### src/rtl/rng_pkg.sv
// Shared types and constants for the random word stream generator.
package rng_pkg;

  typedef enum logic [1:0] {
    RNG_HALT   = 2'b00,
    RNG_FREE   = 2'b01,
    RNG_DEMAND = 2'b10,
    RNG_COUNT  = 2'b11
  } rng_mode_t;

  typedef enum logic [1:0] {
    ST_FILL = 2'd0,
    ST_HOLD = 2'd1,
    ST_HALT = 2'd2
  } rng_fsm_t;

  // Galois feedback masks (MSB set) for common widths.
  localparam logic [7:0]  RNG_POLY8        = 8'hB8;
  localparam logic [15:0] RNG_POLY16       = 16'hB400;
  localparam logic [31:0] RNG_POLY32       = 32'h8020_0003;
  localparam logic [15:0] RNG_SEED_DEFAULT = 16'hACE1;

endpackage

### src/rtl/rng_lfsr_step.sv
// One combinational step of the generator: Galois LFSR shift or binary count.
module rng_lfsr_step #(
  parameter int              WIDTH = 16,
  parameter logic [WIDTH-1:0] POLY = 16'hB400
) (
  input  logic [WIDTH-1:0] state,
  input  logic             count_en,
  output logic [WIDTH-1:0] next_state,
  output logic             out_bit
);

  assign out_bit = state[0];

  always_comb begin
    if (count_en) next_state = state + WIDTH'(1);
    else          next_state = (state >> 1) ^ (state[0] ? POLY : '0);
  end

endmodule

### src/rtl/rng_stream_gen.sv
// Random word generator: steps an LFSR/counter, packs bits MSB-first into
// OUT_W-bit words and offers them on a valid/ready stream with a one-word skid.
module rng_stream_gen
  import rng_pkg::*;
#(
  parameter int               WIDTH        = 16,
  parameter logic [WIDTH-1:0] POLY         = RNG_POLY16,
  parameter logic [WIDTH-1:0] DEFAULT_SEED = RNG_SEED_DEFAULT,
  parameter int               SEED_W       = 4,
  parameter int               OUT_W        = 8
) (
  input  logic              clk,
  input  logic              rst_n,
  input  logic [1:0]        mode,
  input  logic [SEED_W-1:0] seed,
  input  logic              seed_load,
  output logic [OUT_W-1:0]  rnd_data,
  output logic              rnd_valid,
  input  logic              rnd_ready,
  output logic              overrun
);

  localparam int               CNT_W    = $clog2(OUT_W);
  localparam logic [CNT_W-1:0] CNT_LAST = CNT_W'(OUT_W - 1);

  rng_mode_t        mode_e;
  rng_fsm_t         fsm_q, fsm_d, fsm_act;
  logic [WIDTH-1:0] state, step_state, seed_mix, seed_state;
  logic             step_bit;
  logic [OUT_W-1:0] acc, acc_next;
  logic [CNT_W-1:0] cnt;
  logic             full_q;
  logic             accept, step, wrap, drain, emit, park, ovr_set;

  assign mode_e     = rng_mode_t'(mode);
  assign seed_mix   = DEFAULT_SEED ^ WIDTH'(seed);
  assign seed_state = (seed_mix == '0) ? WIDTH'(1) : seed_mix;
  assign acc_next   = {acc[OUT_W-2:0], step_bit};

  rng_lfsr_step #(.WIDTH(WIDTH), .POLY(POLY)) u_step (
    .state      (state),
    .count_en   (mode_e == RNG_COUNT),
    .next_state (step_state),
    .out_bit    (step_bit)
  );

  always_ff @(posedge clk or negedge rst_n) begin
    if (!rst_n) fsm_q <= ST_FILL;
    else        fsm_q <= fsm_d;
  end

  always_comb begin
    // A halted mode overrides the stored state for this edge; leaving HALT
    // resumes HOLD if a parked word is still waiting in acc.
    fsm_act = fsm_q;
    if (mode_e == RNG_HALT)   fsm_act = ST_HALT;
    else if (fsm_q == ST_HALT) fsm_act = full_q ? ST_HOLD : ST_FILL;

    accept  = rnd_valid && rnd_ready;
    step    = (fsm_act == ST_FILL);
    wrap    = step && (cnt == CNT_LAST);
    drain   = full_q && accept;
    emit    = wrap && (!rnd_valid || accept || mode_e == RNG_FREE);
    ovr_set = wrap && rnd_valid && !accept && (mode_e == RNG_FREE);
    park    = wrap && !emit;

    fsm_d = fsm_act;
    if (seed_load)                          fsm_d = (mode_e == RNG_HALT) ? ST_HALT : ST_FILL;
    else if (park)                          fsm_d = ST_HOLD;
    else if (drain && fsm_act == ST_HOLD)   fsm_d = ST_FILL;
  end

  always_ff @(posedge clk or negedge rst_n) begin
    if (!rst_n) begin
      state     <= DEFAULT_SEED;
      acc       <= '0;
      cnt       <= '0;
      rnd_data  <= '0;
      rnd_valid <= 1'b0;
      overrun   <= 1'b0;
      full_q    <= 1'b0;
    end else if (seed_load) begin
      state     <= seed_state;
      acc       <= '0;
      cnt       <= '0;
      rnd_valid <= 1'b0;
      overrun   <= 1'b0;
      full_q    <= 1'b0;
    end else begin
      if (step) begin
        state <= step_state;
        acc   <= acc_next;
        cnt   <= cnt + CNT_W'(1);
      end
      if (emit) begin
        rnd_data  <= acc_next;
        rnd_valid <= 1'b1;
      end else if (drain) begin
        rnd_data  <= acc;
        rnd_valid <= 1'b1;
        full_q    <= 1'b0;
        cnt       <= '0;
      end else if (accept) begin
        rnd_valid <= 1'b0;
      end
      if (park)    full_q  <= 1'b1;
      if (ovr_set) overrun <= 1'b1;
    end
  end

endmodule

### config.mk
export PLATFORM = sky130hd
export DESIGN_NAME = rng_stream_gen
export DESIGN_NICKNAME = d
export VERILOG_FILES = /design/src/rtl/rng_pkg.sv /design/src/rtl/rng_lfsr_step.sv /design/src/rtl/rng_stream_gen.sv
export SDC_FILE = /design/constraint.sdc
export NUM_CORES = 1
export LEC_CHECK = 0
export CORE_UTILIZATION = 45
export CTS_BUF_LIST = sky130_fd_sc_hd__clkbuf_8 sky130_fd_sc_hd__clkbuf_16
export CTS_CLUSTER_DIAMETER = 150
export DETAILED_ROUTE_END_ITERATION = 16
export SYNTH_ARGS = -nofsm -noshare
export SYNTH_HDL_FRONTEND = slang
export SYNTH_SLANG_ARGS = --single-unit
### constraint.sdc
create_clock -name clk -period 2.65 [get_ports clk]
set_clock_uncertainty 0.15 [all_clocks]
set_input_delay 0.53 -clock clk [delete_from_list [all_inputs] [get_ports clk]]
set_output_delay 0.53 -clock clk [all_outputs]
set_load 0.02 [all_outputs]
==> reports/metrics.csv <==
stage,metric,value,unit
yosys,sequential share of the synthesized area,0.4339,
cells_and_area,"most common cell after layout, fill and taps aside",nand2_1,
timing,"Slew Viols, Final",0,
yosys,Seq cells post-synth,40,
floorplanning,core outline area,4848,sq um
yosys,combinational family with the most area after synthesis,simple AND/OR/NAND/NOR gates,
timing,crit path time final,2.256,ns
grt,global-route wire length before repair,9.080,mm
setup_path,crit-path max FO,11,
placement,Final GP Congestion,0.8275,
yosys,"Avg Cell Area, Syn",8.926,sq um
timing,final hold violation count,0,
yosys,post-synth cell types,54,
yosys,Post-Syn Area,2330,sq um
grt,initial antenna violation count,0,
route,Via Count,2067,
clocking,Clock transition at path regs,0.08,ns
grt,gr usage total,0.2201,
clocking,Post-CTS Setup Repair Bufs,0,
timing,Final TNS setup,0,ns
setup_path,worst setup path category,in2reg,
status,status,finished clean,
setup_path,"reg-to-reg slack, setup",0.50,ns
flow_run,Max-Cap Viols,0,
power,power density over the cells,537.8,nW/um^2
route,drt total wl,5.492,mm
timing,Tcrit/Tclk final,0.8512,
yosys,adder-cell share of the synthesized area,0.01611,
clocking,H-tree depth,2,
timing,RSZ-0062 raised after global routing,false,
grt,vias in the first global route,1842,
yosys,Post-Syn Instances,261,
clocking,Num CTS Buffers,5,
floorplanning,IO Pins,20,
cells_and_area,most frequent cells in the layout,"34 x nand2_1, 32 x dfrtp_1, 24 x a21oi_1",
floorplanning,chip width,73.95,microns
floorplanning,FP Rows,25,
cells_and_area,fill cell count,437,
setup_path,Worst Path Arrival,2.29,ns
cells_and_area,Final Net Count,291,
clocking,clk buf depth,2,
setup_path,CP endpoint kind,flop,
yosys,synthesized net count,274,
clocking,"Clk Latency, worst-skew pair",0.30,ns
setup_path,reg-to-reg startpoint,state[0],
timing,worst hold margin,0.01344,ns
power,worst ir drop on vdd,0.2706,mV
route,Iteration-0 DRC Markers,108,
timing,# setup viols final,0,
yosys,predominant post-synthesis flop cell,dfrtp_1,
timing,fmax,0.4433,GHz
grt,"Remaining Overflow, GRT",0,
route,Via density,5.974,
route,DRC,0,
route,wire per inst,15.87,microns
min_path,Hold Crit Class,in2async,
yosys,Post-synth EDFFs,0,
yosys,Synth Area in Compound Gates,0.2250,
yosys,mux share of post-synthesis cell area,0.01772,
floorplanning,die height,73.95,microns
timing,Worst Tran Pin Value,0.5555,ns
yosys,asr flop ratio synth,1.000,
yosys,Synth warnings,0,
placement,DP HPWL,3.856,mm
clocking,clock root buffer,clkbuf_8,
placement,Port Buffers,19,
route,DR pass1 iterations,4,
power,Overall Power,1.464,mW
setup_path,Critical R2R Capture,state[14],
grt,largest net degree at the start of global routing,25,
setup_path,R2R depth,5,
setup_path,CP startpoint kind,input port,
clocking,CTS Hold Buffers Added,0,
cells_and_area,synthesis-to-layout area growth,16.81,%
timing,Max-slew headroom,0.6297,
cells_and_area,# diodes,0,
cells_and_area,share of cells above drive strength 1,0.1326,
route,post-route ant nets,0,
yosys,Synth Area in XOR/XNOR,0.01504,
power,Leak Pwr,1.127,nW
clocking,CTS tree,yes,
floorplanning,Initial Util,0.4805,
setup_path,"Req. time, crit path",2.68,ns
clocking,clock sink count,40,
floorplanning,Die ar.,5469,sq um
yosys,Synth Area in Simple Gates,0.2390,
clocking,post_cts resized,0,
-- cells by family after synthesis --
kind of cell,after synthesis
AO/OA/AOI/OAI,74
XOR/XNOR,4
adder cells (fa/ha/maj),3
buffers and inverters,26
flip-flops,40
multiplexers,4
AND/OR/NAND/NOR,110
-- area by class of cell --
type                            instances  area, sq um  area share
Multi-Input combinational cell        195         1195      0.4391
Sequential cell                        40         1011      0.3715
Timing Repair Buffer                   32        295.3      0.1085
Tap cell                               67        83.83     0.03080
Clock buffer                            6        82.58     0.03034
Clock inverter                          2        38.79     0.01425
Inverter                                4        15.01    0.005517
-- cell usage after synthesis (2+ instances only) --
| library cell | number | share of area |
|---|---|---|
| a211oi_1 | 4 | 0.013 |
| a21o_1 | 2 | 0.0064 |
| a21oi_1 | 24 | 0.052 |
| a221o_1 | 9 | 0.039 |
| a31oi_1 | 4 | 0.011 |
| a32oi_1 | 2 | 0.0075 |
| a41oi_1 | 2 | 0.0075 |
| and2_1 | 3 | 0.0081 |
| and3_1 | 9 | 0.024 |
| and4_1 | 2 | 0.0075 |
| buf_2 | 5 | 0.011 |
| buf_6 | 2 | 0.0097 |
| clkbuf_1 | 12 | 0.019 |
| dfrtp_1 | 32 | 0.34 |
| dfstp_2 | 8 | 0.090 |
| ha_1 | 3 | 0.016 |
| inv_1 | 4 | 0.0064 |
| mux2i_1 | 3 | 0.013 |
| nand2_1 | 34 | 0.055 |
| nand2b_1 | 3 | 0.0081 |
| nand3_1 | 17 | 0.037 |
| nand4_1 | 5 | 0.013 |
| nor2_1 | 17 | 0.027 |
| nor3_1 | 3 | 0.0064 |
| nor4_1 | 8 | 0.021 |
| o21ai_0 | 6 | 0.013 |
| o31ai_1 | 6 | 0.019 |
| o32a_1 | 3 | 0.013 |
| or4_1 | 2 | 0.0064 |
| xnor2_1 | 2 | 0.0075 |
| xor2_1 | 2 | 0.0075 |
-- flip-flops by register name (all words and copies together) (netlist names) --
| signal | count |
|---|---|
| acc | 8 |
| cnt | 3 |
| fsm_q | 2 |
| full_q | 1 |
| overrun | 1 |
| rnd_data | 8 |
| rnd_valid | 1 |
| state | 16 |
-- stage by stage --
step	instance area [sq um]	instances	worst slack [ns]	util
6_report	2721	346	0.3942	0.5613
4_1_cts	2721	346	0.4363	0.5613
3_5_place_dp	2600	338	0.1261	0.5363
5_1_grt	2721	346	0.2694	0.5613
3_3_place_gp	2600	338	0.1283	0.5363
2_1_floorplan	2330	261	0.6254	-
-- critical path: stages --
cell and delay (ns):
clkdlybuf4s50_1 0.56, or2_0 0.29, nand3_1 0.35, and3_1 0.30
a221o_1 0.26
-- metal layers --
layer,global-route usage,up-vias,part of all wire,wire length (microns)
li1,-,1008,-,-
met5,0,-,0,0
met2,0.3242,57,0.44,2403
met1,0.3319,995,0.52,2835
met3,0.04201,7,0.038,208
met4,0.05556,0,0.0080,44
-- power breakdown --
group | switching (mW) | leakage (nW) | internal (mW)
Combinational | 0.118 | 0.550 | 0.0954
Sequential | 0.0549 | 0.516 | 0.654
Clock | 0.233 | 0.0614 | 0.308
-- worst max-delay path by stage --
stage	from	slack, ns	end	cells after the start
after floorplan	mode[0]	0.63	rnd_data[0]	7
after global placement	mode[0]	0.13	rnd_data[1]	5
after detailed placement	mode[0]	0.13	rnd_data[3]	5
after CTS	mode[0]	0.44	rnd_data[3]	5
after global routing	mode[0]	0.27	rnd_data[3]	5
final	mode[0]	0.39	rnd_data[3]	5
(Power assumes the default switching activity.)
